--- config.mk ---
export PLATFORM = sky130hd
export DESIGN_NAME = div_unit_flat
export DESIGN_NICKNAME = d
export VERILOG_FILES = /design/src/rtl/div_unit_if.sv /design/src/rtl/div_unit.sv /design/src/flat_wrapper.sv
export SDC_FILE = /design/constraint.sdc
export NUM_CORES = 1
export LEC_CHECK = 0
export ABC_AREA = 1
export BUFFER_PORTS_ARGS = -buffer_cell sky130_fd_sc_hd__buf_2
export CORE_ASPECT_RATIO = 1.4
export CORE_MARGIN = 5
export CORE_UTILIZATION = 35
export DETAILED_ROUTE_END_ITERATION = 8
export HOLD_SLACK_MARGIN = 0.1
export SETUP_SLACK_MARGIN = 0.1
export SLEW_MARGIN = 20
export SYNTH_ARGS = -nofsm -noshare
export SYNTH_HDL_FRONTEND = slang
export SYNTH_SLANG_ARGS = --single-unit
--- constraint.sdc ---
create_clock -name clk -period 5.1 [get_ports clk]
set_input_delay 0.765 -clock clk [delete_from_list [all_inputs] [get_ports clk]]
set_output_delay 0.765 -clock clk [all_outputs]
set_load 0.05 [all_outputs]
--- src/rtl/div_unit_if.sv ---
// Handshake bundle between the execute stage and the iterative divider.
// The pipeline side (master) issues operands and control; the divider side
// (slave) returns the stall request, the completion pulse and the results.
interface div_unit_if #(
    parameter int WIDTH = 32
);
    logic             start;
    logic             signed_div;
    logic [WIDTH-1:0] a;
    logic [WIDTH-1:0] b;
    logic             cancel;
    logic             div_running;
    logic             done;
    logic [WIDTH-1:0] quotient;
    logic [WIDTH-1:0] remainder;

    modport master (
        output start, signed_div, a, b, cancel,
        input  div_running, done, quotient, remainder
    );

    modport slave (
        input  start, signed_div, a, b, cancel,
        output div_running, done, quotient, remainder
    );
endinterface

--- src/rtl/div_unit.sv ---
// Radix-2 restoring divider for DIV/DIVU. One quotient bit per clock on
// operand magnitudes, sign fix-up applied while registering the results.
// div_running stalls the pipeline from the accept cycle until the result
// cycle; done pulses once when quotient/remainder are updated.
module div_unit #(
    parameter int WIDTH = 32
) (
    input  logic       clk,
    input  logic       rst,
    div_unit_if.slave  bus
);
    localparam int CW = $clog2(WIDTH + 1);

    typedef enum logic [1:0] {
        IDLE,
        BUSY,
        DONE
    } state_t;

    state_t           state;
    state_t           stateNext;
    logic             accept;
    logic [CW-1:0]    counter;
    logic [WIDTH-1:0] dividendReg;
    logic [WIDTH-1:0] divisorReg;
    logic [WIDTH-1:0] remReg;
    logic [WIDTH-1:0] quoReg;
    logic             signQ;
    logic             signR;

    // Operand magnitudes; the most negative value maps to 2^(WIDTH-1),
    // which is still correct when read as an unsigned magnitude.
    logic [WIDTH-1:0] magA;
    logic [WIDTH-1:0] magB;
    assign magA = (bus.signed_div && bus.a[WIDTH-1]) ? -bus.a : bus.a;
    assign magB = (bus.signed_div && bus.b[WIDTH-1]) ? -bus.b : bus.b;

    // One restoring step. The partial remainder is always below the divisor,
    // so bit WIDTH of the trial difference is exactly its sign.
    logic [WIDTH:0]   shifted;
    logic [WIDTH:0]   trial;
    logic             trialOk;
    logic [WIDTH-1:0] remNext;
    logic [WIDTH-1:0] quoNext;
    assign shifted = {remReg, dividendReg[WIDTH-1]};
    assign trial   = shifted - {1'b0, divisorReg};
    assign trialOk = ~trial[WIDTH];
    assign remNext = trialOk ? trial[WIDTH-1:0] : shifted[WIDTH-1:0];
    assign quoNext = {quoReg[WIDTH-2:0], trialOk};

    // State register.
    always_ff @(posedge clk) begin
        // NOTE: clocked state uses non-blocking assignments so every flop
        // samples pre-edge values regardless of block ordering.
        if (rst) begin
            state <= IDLE;
        end else begin
            state <= stateNext;
        end
    end

    // Next-state decode plus the stall and completion outputs.
    always_comb begin
        // NOTE: every output gets a default before the case so no path
        // leaves a value held, which would infer a latch.
        stateNext       = state;
        accept          = 1'b0;
        bus.div_running = 1'b0;
        bus.done        = 1'b0;
        case (state)
            IDLE: begin
                if (bus.start && !bus.cancel) begin
                    accept          = 1'b1;
                    bus.div_running = 1'b1;
                    stateNext       = (bus.b == '0) ? DONE : BUSY;
                end
            end
            BUSY: begin
                bus.div_running = 1'b1;
                if (counter == CW'(1)) begin
                    stateNext = DONE;
                end
            end
            DONE: begin
                // start is still held by the departing instruction here.
                bus.done  = 1'b1;
                stateNext = IDLE;
            end
            default: stateNext = IDLE;
        endcase
        if (bus.cancel) begin
            stateNext = IDLE;
        end
    end

    // Datapath: operand capture, iteration and result registration.
    always_ff @(posedge clk) begin
        // NOTE: datapath and result registers are reset as well, so the
        // HI/LO values read after reset are defined zeros, not X.
        if (rst) begin
            counter       <= '0;
            dividendReg   <= '0;
            divisorReg    <= '0;
            remReg        <= '0;
            quoReg        <= '0;
            signQ         <= 1'b0;
            signR         <= 1'b0;
            bus.quotient  <= '0;
            bus.remainder <= '0;
        end else begin
            case (state)
                IDLE: begin
                    if (accept) begin
                        if (bus.b == '0) begin
                            // Divide-by-zero: fixed pattern, no iteration.
                            bus.quotient  <= '1;
                            bus.remainder <= bus.a;
                        end else begin
                            dividendReg <= magA;
                            divisorReg  <= magB;
                            signQ       <= bus.signed_div & (bus.a[WIDTH-1] ^ bus.b[WIDTH-1]);
                            signR       <= bus.signed_div & bus.a[WIDTH-1];
                            remReg      <= '0;
                            quoReg      <= '0;
                            counter     <= CW'(WIDTH);
                        end
                    end
                end
                BUSY: begin
                    // A cancel on the last step must leave the old results.
                    if (!bus.cancel) begin
                        remReg      <= remNext;
                        quoReg      <= quoNext;
                        dividendReg <= dividendReg << 1;
                        counter     <= counter - CW'(1);
                        if (counter == CW'(1)) begin
                            bus.quotient  <= signQ ? -quoNext : quoNext;
                            bus.remainder <= signR ? -remNext : remNext;
                        end
                    end
                end
                default: ;
            endcase
        end
    end
endmodule

--- src/flat_wrapper.sv ---
// flat-port wrapper written by rule: the top's interface ports become plain ports
module div_unit_flat 
#(
    parameter int WIDTH = 32
)
  (clk, rst, bus_start, bus_signed_div, bus_a, bus_b, bus_cancel, bus_div_running, bus_done, bus_quotient, bus_remainder);
  div_unit_if #(.WIDTH(WIDTH)) bus_i ();
  input  logic clk;
  input  logic rst;
  input wire logic [$bits(bus_i.start)-1:0] bus_start;
  input wire logic [$bits(bus_i.signed_div)-1:0] bus_signed_div;
  input wire logic [$bits(bus_i.a)-1:0] bus_a;
  input wire logic [$bits(bus_i.b)-1:0] bus_b;
  input wire logic [$bits(bus_i.cancel)-1:0] bus_cancel;
  output wire logic [$bits(bus_i.div_running)-1:0] bus_div_running;
  output wire logic [$bits(bus_i.done)-1:0] bus_done;
  output wire logic [$bits(bus_i.quotient)-1:0] bus_quotient;
  output wire logic [$bits(bus_i.remainder)-1:0] bus_remainder;
  assign bus_i.start = bus_start;
  assign bus_i.signed_div = bus_signed_div;
  assign bus_i.a = bus_a;
  assign bus_i.b = bus_b;
  assign bus_i.cancel = bus_cancel;
  assign bus_div_running = bus_i.div_running;
  assign bus_done = bus_i.done;
  assign bus_quotient = bus_i.quotient;
  assign bus_remainder = bus_i.remainder;
  div_unit #(.WIDTH(WIDTH)) u_core (.clk(clk), .rst(rst), .bus(bus_i));
endmodule
Yosys cells after proc, flatten, opt, wreduce, memory -nomap -nowiden
Index checks and enable logic that the tools add are counted.
Storage, ports and cells
  output and inout bits: 66
  register bits after elaboration: 201
  word-level logic and storage cells: 79
Operators by class
  bitwise gates (word level): 5
  equality and inequality tests: 9
  add/sub/neg operators: 6
  reduce and logical (&&, ||, !) cells: 12
  multiplexer cells: 37
Operator list (count)
  32-bit 2-to-1 mux: 19
  32-bit case mux with 2 select lines: 4
  32-bit negator: 4
  31-bit case mux with 2 select lines: 1
  33-bit by 32-bit subtractor with 33-bit output: 1
  32-bit logical NOT: 1
  31-bit 2-to-1 mux: 1
  6-bit 2-to-1 mux: 3
  6-bit case mux with 2 select lines: 1
  2-bit by 1-bit inequality test with 1-bit output, second input constant: 4
  6-bit by 1-bit == test with 1-bit output, second input constant: 1
  2-bit 2-to-1 mux: 3
  6-bit by 1-bit subtractor with 6-bit output, second input constant: 1
  5-bit AND reduction: 1
  2-bit inequality test, second input constant: 2
  2-bit case mux with 2 select lines: 1
  4-bit AND reduction: 1
  1-bit logical AND: 3
  1-bit 2-to-1 mux: 3
  3-bit AND reduction: 1
  1-bit AND: 2
  2-bit by 1-bit == test with 1-bit output, second input constant: 1
  2-bit == test, second input constant: 1
  2-bit logical NOT: 1
  other kinds (7): 8

Logic depth before layout (Yosys ltp)
Gate-level depths: netlist of run 1.
  word-level depth: 7
  gate-level depth with buffers: 31
  depth with buffers taken out: 30

Worst setup path before layout of run 1
OpenSTA, ideal clock, no wires.
  path type: reg2reg
  start: reg u_core.dividendReg[31]
  end: reg u_core.bus.quotient[30]
  buffers on the path: 1
  library setup time: 113 ps
  required time: 4987 ps
  period minus slack after synthesis: 3893 ps
  path slack: 1207 ps
  data arrival time: 3780 ps
  cell stages (with the launch flop): 31
  path through: dfxtp_1 -> inv_1 -> ha_1 -> fa_1 -> inv_1 -> nand2_1 -> nand2_1 -> nand3_1 -> nand2_1 -> nand2_1 -> nand2_2 -> nand2_4 -> nand2_4 -> nand2_4 -> nand2_8 -> buf_6 -> ha_1 -> nand3_1 -> nor3_1 -> nand3_1 -> nor3_1 -> nand2_1 -> o21ai_1 -> o21a_1 -> o21ai_1 -> nor2_1 -> nand3_1 -> nand2_1 -> o21ai_0 -> o21ai_1 -> inv_1
Between the ends
  word-level cells in the longest chain between the ends: 7
RTL lines
  start, declared: RTL line div_unit.sv:24  | logic [WIDTH-1:0] dividendReg;
  start signal, assigned: RTL line div_unit.sv:119  | dividendReg <= magA;
  start signal, assigned: RTL line div_unit.sv:134  | dividendReg <= dividendReg << 1;
  33-bit by 32-bit subtractor with 33-bit output: RTL line div_unit.sv:46  | assign trial = shifted - {1'b0, divisorReg};
  1-bit inverter: RTL line div_unit.sv:47  | assign trialOk = ~trial[WIDTH];
  32-bit negator: RTL line div_unit.sv:137  | bus.quotient <= signQ ? -quoNext : quoNext;
  32-bit 2-to-1 mux: RTL line div_unit.sv:137
  32-bit 2-to-1 mux: RTL line div_unit.sv:136  | if (counter == CW'(1)) begin
  32-bit 2-to-1 mux: RTL line div_unit.sv:131  | if (!bus.cancel) begin
  32-bit case mux with 2 select lines: RTL line div_unit.sv:111  | case (state)
  end signal, assigned: RTL line div_unit.sv:137
  end, declared: RTL line div_unit_if.sv:24  | output div_running, done, quotient, remainder
No other way between the ends. The select of a mux whose other input is x is not followed.
A chain may end at the register's enable or synchronous reset.

Worst setup path after layout of run 1
Same ends and word-level chain as after synthesis.

==> results of run 1 <==
==> flip-flops by register name, indices dropped and copies added, names as in the netlist <==
name and cells:
u_core.bus.quotient 32, u_core.bus.remainder 32, u_core.dividendReg 32, u_core.divisorReg 32
u_core.remReg 32, u_core.quoReg 31, u_core.counter 6, u_core.state 2
u_core.signQ 1, u_core.signR 1
==> final cells by class <==
cell class	count	area (um^2)	share of cell area (%)
Multi-Input combinational cell	1617	8290	52.6
Sequential cell	201	4020	25.5
Inverter	284	1070	6.76
Timing Repair Buffer	152	821	5.21
Tap cell	528	661	4.19
Clock buffer	28	624	3.96
Clock inverter	12	274	1.74
==> worst min-delay path, cell delays in order (launching register included) <==
cell	delay, ps
dfxtp_1	300
inv_1	50
a21oi_1	50
==> worst max-delay path by stage <==
stage / from / to / slack (ps)
global route: u_core.dividendReg[31] / u_core.bus.quotient[30] / 160
detailed placement: u_core.dividendReg[31] / u_core.bus.quotient[30] / 610
finish: u_core.dividendReg[31] / u_core.bus.quotient[30] / 670
floorplan: u_core.dividendReg[31] / u_core.bus.quotient[30] / 1210
global placement: u_core.dividendReg[31] / u_core.bus.quotient[30] / 700
CTS: u_core.dividendReg[31] / u_core.bus.quotient[30] / 580
==> per-layer routing <==
layer / global-route usage [%] / routed length (um) / vias to the layer above
li1: - / - / 7375
met1: 26.3 / 20100 / 6757
met2: 37.5 / 23400 / 388
met3: 1.69 / 1900 / 98
met4: 11.0 / 2680 / 0
met5: 0 / 0 / -
==> synth_stat cells, drive strengths merged (3+ instances only) <==
library cell	n	area, um^2
nand2	611	2430
inv	280	1050
a21oi	215	1120
dfxtp	201	4020
nor2	182	723
o21ai	170	870
nand3	136	726
clkbuf	76	285
a31oi	45	282
ha	38	475
nor3	30	160
xor2	26	228
a211oi	24	180
xnor2	24	210
nand4	19	119
buf	17	118
o211ai	15	113
or2	14	87.6
o31ai	13	97.6
nand3b	11	82.6
nor4	10	62.6
o21bai	7	52.6
clkinv	4	15.0
and2	3	18.8
nor3b	3	22.5
o21a	3	22.5
==> power by group through the flow <==
stage / logic (mW) / registers (mW) / clock network, mW
4_1_cts: 0.903 / 1.67 / 2.03
6_report: 0.904 / 1.67 / 2.00
5_1_grt: 1.01 / 1.68 / 2.09
2_1_floorplan: 0.598 / 1.72 / 0
3_3_place_gp: 0.894 / 1.70 / 0
3_5_place_dp: 0.899 / 1.70 / 0
==> metrics by stage <==
stage / util [%] / cell area [um^2] / setup slack [ps] / power (mW)
floorplan: - / 13700 / 1210 / 2.32
global placement: 38.0 / 14900 / 704 / 2.60
detailed placement: 38.0 / 14900 / 609 / 2.60
CTS: 40.3 / 15800 / 576 / 4.60
global route: 40.4 / 15800 / 159 / 4.77
finish: 40.4 / 15800 / 673 / 4.57
==> cell families after synthesis <==
group / share of synthesized area (%)
flops: 29.3
buf+inv: 10.7
xor+xnor: 3.19
simple gates: 32.3
compound gates: 20.8
fa+ha+maj: 3.61
mux: 0.0819
==> results.json, run 1 <==
{
  "outcome": "finished clean",
  "clk_latency_ps": 540,
  "drt_first_pass_iters": 5,
  "slew_headroom_pct": 32.0,
  "cp.depth": 30,
  "synth.yosys.seq_area_share_pct": 29.3,
  "r2r-end": "u_core.bus.quotient[30]",
  "switching_share_pct": 30.5,
  "clockBufferDepth": 3,
  "avgViaCountPerCell": 5.18,
  "p_switching_mw": 1.40,
  "synth_cell_types": 61,
  "rsz0062_at_grt": "no",
  "area_delta_synth_final_pct": 14.7,
  "postCtsSetupRepairBufs": 0,
  "setup_violations": 0,
  "drc": 0,
  "timing.final.crit_share_pct": 86.8,
  "dp_cells": 2782,
  "crit_top_cell": "nand2_1",
  "grt_pass1_vias": 13800,
  "cts-buffers-inserted": 23,
  "fin_skew_ps": 17.5,
  "synth_edf_count": 0,
  "nFillCells": 4158,
  "ios": 135,
  "p_leak_nw": 7.57,
  "tns_ps": 0,
  "r2r-start": "u_core.dividendReg[31]",
  "async_reset_ff_share_pct": 0,
  "drt_wl_total_um": 48100,
  "drtAntennaViolNets": 0,
  "hold_viol": 0,
  "cts_tree": "yes",
  "cp-start-kind": "register",
  "cp-end-kind": "register",
  "min_path_type": "register to register",
  "min_from": "u_core.dividendReg[14]",
  "cts_hold_buf": 0,
  "vias": 14600,
  "hold_path_depth": 2,
  "grt_pass1_wl_um": 75500,
  "internal-power_mw": 3.18,
  "syn_inst": 2195,
  "rows": 86,
  "synth_nets": 2303,
  "grt_usage_pct": 21.5,
  "core_area_mm2": 0.0391,
  "ir_drop_uv": 178,
  "cp_top_family": "simple AND/OR/NAND/NOR gates",
  "pwr_density_cell_mw_per_mm2": 290,
  "layout_commonest_cell": "nand2_1",
  "drtIter0Drc": 1045,
  "antenna_found_initial": 0,
  "start_util_pct": 35.2,
  "worstHoldEndpoint": "u_core.dividendReg[14]",
  "drive_gt1_share_pct": 12.2,
  "ys.flop_type": "dfxtp_1",
  "ff2ff_setup_slack_ps": 670,
  "die_h_um": 244,
  "crit_slowest_cell": "fa_1",
  "crit_buf_inv": 3,
  "cts_resized": 0,
  "min_period_ps": 4430,
  "layout_common_cells": "nand2_1, inv_1, a21oi_1, dfxtp_1, nor2_1",
  "drv_slew": 0,
  "finalNetCount": 2387,
  "worstPathMaxFanout": 28,
  "pwr-share-seq_pct": 36.5,
  "worstSetupPathType": "register to register",
  "cts_sinks": 201,
  "r2r_cells": 30,
  "cp.required_ps": 5570,
  "yosys_warnings": 0,
  "cp_data_arrival_time_ps": 4900,
  "clk_pin_slew_ps": 60,
  "cts_root_buffer": "clkbuf_16",
  "stdcell_count": 2822,
  "cts_htree_levels": 1,
  "grt_start_max_net_pins": 69,
  "drv_cap": 0,
  "synth-seq-cells": 201,
  "hpwlAfterDp_um": 36200,
  "fp.dieW_um": 177,
  "syn-cell-area_mm2": 0.0137,
  "worstMarginPinSlew_ps": 1020,
  "routabilityCongestion": 0.966,
  "synth.avg_cell_area_um2": 6.26,
  "finalHoldWorstSlack_ps": 449,
  "clkPwrFrac_pct": 43.7,
  "max_freq_mhz": 226,
  "dieArea_mm2": 0.0434,
  "grt_overflow": 0,
  "io_buffers": 134,
  "diodes": 0,
  "routedWlPerCell_um": 17.0,
  "p_comb_share_pct": 19.8,
  "cpPeakStageDelay_ps": 410
}
Note: power is estimated with default switching activity, not from simulation.
==> run 2, diff against run 1 <==
--- a/config.mk
+++ b/config.mk
@@ -11,6 +11,7 @@
 export CORE_MARGIN = 5
 export CORE_UTILIZATION = 35
 export DETAILED_ROUTE_END_ITERATION = 8
+export GPL_TIMING_DRIVEN = 0
 export HOLD_SLACK_MARGIN = 0.1
 export SETUP_SLACK_MARGIN = 0.1
 export SLEW_MARGIN = 20
==> results.json, run 2 (synthesis gave the netlist of run 1 again) <==
{
  "outcome": "finished clean",
  "finish.utilization_pct": 40.6,
  "crit_slowest_cell": "fa_1",
  "rsz0062_at_grt": "no",
  "use_met1_pct": 28.0,
  "die_h_um": 244,
  "crit_buf_inv": 3,
  "worstSetupPathType": "register to register",
  "tns_ps": 0,
  "rows": 86,
  "cp_data_arrival_time_ps": 5010,
  "slew_headroom_pct": 37.2,
  "grt_overflow": 0,
  "grt_util_met3_pct": 2.20,
  "avgViaCountPerCell": 5.31,
  "grt_usage_pct": 24.2,
  "drive_gt1_share_pct": 11.2,
  "layout_common_cells": "nand2_1, inv_1, a21oi_1, dfxtp_1, nor2_1",
  "worstPathMaxFanout": 10,
  "cp_top_family": "simple AND/OR/NAND/NOR gates",
  "cts_sinks": 201,
  "fin_skew_ps": 24.1,
  "crit_top_cell": "nand2_1",
  "hpwlAfterDp_um": 44400,
  "routabilityCongestion": 0.971,
  "fp.dieW_um": 177,
  "antenna_found_initial": 0,
  "clk_pin_slew_ps": 70,
  "min_period_ps": 4640,
  "hold_viol": 0,
  "clk_latency_ps": 530,
  "drt_first_pass_iters": 6,
  "max_freq_mhz": 216,
  "nFillCells": 4335,
  "drtIter0Drc": 1358,
  "r2r-start": "u_core.dividendReg[31]",
  "pwr_density_cell_mw_per_mm2": 272,
  "drtAntennaViolNets": 0,
  "finalHoldWorstSlack_ps": 452,
  "grt_pass1_wl_um": 82100,
  "routedWlPerCell_um": 18.9,
  "layout_commonest_cell": "nand2_1",
  "dpl-instance-area_mm2": 0.0151,
  "drv_slew": 0,
  "total_power_mw": 4.31,
  "grt_pass1_vias": 14400,
  "busiest_layer": "met2",
  "timing.final.crit_share_pct": 90.9,
  "stdcell_count": 2895,
  "drt_wl_total_um": 54800,
  "setup_violations": 0,
  "r2r_cells": 27,
  "cts_tree": "yes",
  "dieArea_mm2": 0.0434,
  "diodes": 0,
  "cts_htree_levels": 1,
  "min_from": "u_core.dividendReg[9]",
  "setup_slack_ps": 462,
  "drc": 0,
  "p_leak_nw": 7.55,
  "cp-end-kind": "register",
  "start_util_pct": 35.2,
  "io_buffers": 134,
  "globalRouteMet2Util_pct": 43.8,
  "grt_start_max_net_pins": 14,
  "min_path_type": "register to register",
  "cp-start-kind": "register",
  "cts_root_buffer": "clkbuf_16",
  "design_area_mm2": 0.0159,
  "dp_cells": 2857,
  "worstMarginPinSlew_ps": 942,
  "ff2ff_setup_slack_ps": 460,
  "drv_cap": 0,
  "ios": 135,
  "vias": 15400,
  "post-place-ws_ps": 122,
  "clockBufferDepth": 3,
  "core_area_mm2": 0.0391,
  "worstHoldEndpoint": "u_core.dividendReg[9]",
  "hold_path_depth": 2,
  "cpPeakStageDelay_ps": 410,
  "area_delta_synth_final_pct": 15.4,
  "ir_drop_uv": 192,
  "r2r-end": "u_core.bus.quotient[28]",
  "finalNetCount": 2464,
  "cp.required_ps": 5470,
  "cts-buffers-inserted": 23
}
run 2: cell types whose count changed in the layout (fill, tap and decap cells not counted), sizes merged:
cell / change
bufinv: -5
clkinv: +2
clkinvlp: +1
buf: +1
clkbuf: +77
inv: -3
run 2: worst min-delay path: stages, from the launching register on:
cell	delay, ps
dfxtp_1	300
inv_1	50
a21oi_1	50
run 2: timing repair:
item                       CTS  global route
cloned                       0             0
resized for setup            1            10
pin swaps                    0             4
hold buffers                 0             0
setup endpoints to repair    1             3
buffers inserted             0             2
run 2: layout make-up:
type                    instances  area, um^2  share of cell area [%]
plain buffers                  93         407                    2.56
repair buffers                136         686                    4.32
clock buffers                  29         608                    3.83
flip-flops and latches        201        4020                    25.4
multi-input cells            1617        8290                    52.3
inverters                     284        1070                    6.72
well taps                     528         661                    4.17
clock inverters                 7         119                   0.749
run 2: where the power goes:
group | internal [mW] | total (mW) | switching (mW)
registers | 1.63 | 1.67 | 0.0370
logic | 0.280 | 0.952 | 0.672
clock network | 0.990 | 1.69 | 0.702
total | 2.90 | 4.31 | 1.41
run 2: layer usage:
metal  vias to the layer above  wire, um
met1                      7198     21600
met3                       139      2640
met2                       503     27400
met5                         -         0
li1                       7521         -
met4                         0      3140
run 2: worst max path at each step:
stage	startpoint	end	depth (start not counted)
detailed placement	u_core.dividendReg[31]	u_core.bus.quotient[28]	27
CTS	u_core.dividendReg[31]	u_core.bus.quotient[28]	27
floorplan	u_core.dividendReg[31]	u_core.bus.quotient[30]	30
finish	u_core.dividendReg[31]	u_core.bus.quotient[28]	27
global placement	u_core.dividendReg[31]	u_core.bus.quotient[28]	27
global route	u_core.dividendReg[31]	u_core.bus.quotient[30]	31
==> run 3, diff against run 2 <==
--- a/config.mk
+++ b/config.mk
@@ -13,6 +13,7 @@
 export DETAILED_ROUTE_END_ITERATION = 8
 export GPL_TIMING_DRIVEN = 0
 export HOLD_SLACK_MARGIN = 0.1
+export RECOVER_POWER = 25
 export SETUP_SLACK_MARGIN = 0.1
 export SLEW_MARGIN = 20
 export SYNTH_ARGS = -nofsm -noshare
==> results.json, run 3 (synthesis gave the netlist of run 1 again) <==
{
  "outcome": "finished clean",
  "setup_violations": 0,
  "core_area_mm2": 0.0391,
  "vias": 15300,
  "setup_slack_ps": 464,
  "diodes": 0,
  "cp-end-kind": "register",
  "timing.final.crit_share_pct": 90.9,
  "antenna_found_initial": 0,
  "pwr_density_cell_mw_per_mm2": 273,
  "crit_end": "u_core.bus.quotient[28]",
  "grt_start_max_net_pins": 14,
  "finish.utilization_pct": 40.4,
  "internal-power_mw": 2.90,
  "fp.dieW_um": 177,
  "hold_viol": 0,
  "hold_path_depth": 2,
  "rows": 86,
  "drc": 0,
  "clkPwrFrac_pct": 39.3,
  "stdcell_count": 2895,
  "drt_first_pass_iters": 7,
  "min_period_ps": 4640,
  "cp-start-kind": "register",
  "p_switching_mw": 1.41,
  "min_path_type": "register to register",
  "routedWlPerCell_um": 18.9,
  "clk_pin_slew_ps": 60,
  "io_buffers": 134,
  "switching_share_pct": 32.7,
  "cts_hold_buf": 0,
  "pwr-share-seq_pct": 38.7,
  "total_power_mw": 4.31,
  "grt_overflow": 0,
  "cp_data_arrival_time_ps": 5000,
  "drtIter0Drc": 1256,
  "tns_ps": 0,
  "finalHoldWorstSlack_ps": 452,
  "worstMarginPinSlew_ps": 950,
  "routabilityCongestion": 0.971,
  "fin_skew_ps": 26.4,
  "grt_pass1_wl_um": 82100,
  "drive_gt1_share_pct": 8.45,
  "rsz0062_at_grt": "no",
  "layout_common_cells": "nand2_1, inv_1, a21oi_1, dfxtp_1, nor2_1",
  "drtAntennaViolNets": 0,
  "drt_wl_total_um": 54800,
  "avgViaCountPerCell": 5.28,
  "worstSetupPathType": "register to register",
  "cts_root_buffer": "clkbuf_16",
  "drv_slew": 0,
  "p_leak_nw": 7.27,
  "drv_cap": 0,
  "die_h_um": 244,
  "ir_drop_uv": 193,
  "ios": 135,
  "dieArea_mm2": 0.0434,
  "area_delta_synth_final_pct": 14.8,
  "dp_cells": 2857,
  "cp-startpoint": "u_core.dividendReg[31]",
  "hpwlAfterDp_um": 44400,
  "cts_sinks": 201,
  "cts_htree_levels": 1,
  "start_util_pct": 35.2,
  "r2r_cells": 27,
  "r2r-end": "u_core.bus.quotient[28]",
  "cts-buffers-inserted": 23,
  "dpl-instance-area_mm2": 0.0151,
  "clk_latency_ps": 530,
  "ff2ff_setup_slack_ps": 460,
  "r2r-start": "u_core.dividendReg[31]",
  "clockBufferDepth": 3,
  "finalNetCount": 2464,
  "post-place-ws_ps": 122,
  "worstPathMaxFanout": 10,
  "cts_tree": "yes",
  "layout_commonest_cell": "nand2_1",
  "grt_usage_pct": 24.2,
  "design_area_mm2": 0.0158,
  "cp.required_ps": 5470,
  "grt_pass1_vias": 14400,
  "p_comb_share_pct": 22.0,
  "max_freq_mhz": 216,
  "slew_headroom_pct": 36.7
}
==> run 3: metal layers <==
metal	global-route usage, %	part of all wire (%)
met5	0	0
met4	12.2	5.7
met3	2.20	5.0
met2	43.8	50
met1	28.0	39
==> run 3: worst min-delay path by stage <==
stage	from	to	slack (ps)
global route	u_core.dividendReg[9]	u_core.dividendReg[9]	470
global placement	u_core.dividendReg[16]	u_core.dividendReg[16]	440
detailed placement	u_core.dividendReg[9]	u_core.dividendReg[9]	440
floorplan	u_core.dividendReg[10]	u_core.dividendReg[10]	420
CTS	u_core.dividendReg[9]	u_core.dividendReg[9]	450
finish	u_core.dividendReg[10]	u_core.dividendReg[10]	450
==> run 3: final cells by class <==
class	count	area, um^2
fillers	4383	23300
multi-input cells	1617	8290
flip-flops and latches	201	4020
inverters	284	1070
well taps	528	661
clock buffers	29	608
repair buffers	136	604
plain buffers	93	407
clock inverters	7	119
==> run 3: power groups by stage <==
stage	Combinational, mW	Clock, mW	Sequential (mW)
after floorplan	0.598	0	1.72
after global placement	0.925	0	1.70
after detailed placement	0.930	0	1.70
after CTS	0.934	1.70	1.67
after global routing	1.04	1.76	1.67
final	0.949	1.69	1.67
==> run 3: what timing repair did <==
item | 4_1_cts | 5_1_grt
gates resized for setup | 1 | 10
cloned | 0 | 0
endpoints found under the hold margin | 0 | 0
pin swaps | 0 | 4
setup endpoints to repair | 1 | 3
buffers inserted | 0 | 2
==> run 3: critical path: stages, from the launching register on <==
cell and delay, ps:
dfxtp_1 310, inv_1 130, ha_1 260, fa_1 410
inv_1 100, nand2_1 50, nand2_1 70, nand3_1 100
nand2_2 110, nand2_1 70, nand2_2 110, nand2_4 90
nand2_4 90, nand2_4 80, nand2_8 120, buf_8 180
ha_1 200, nand3_1 130, nor3_2 250, nand3_2 160
nor3_4 220, nand2_1 90, nor3_2 180, nand3_1 160
nor3_2 200, o21ai_1 130, o31ai_2 370, a21oi_1 100
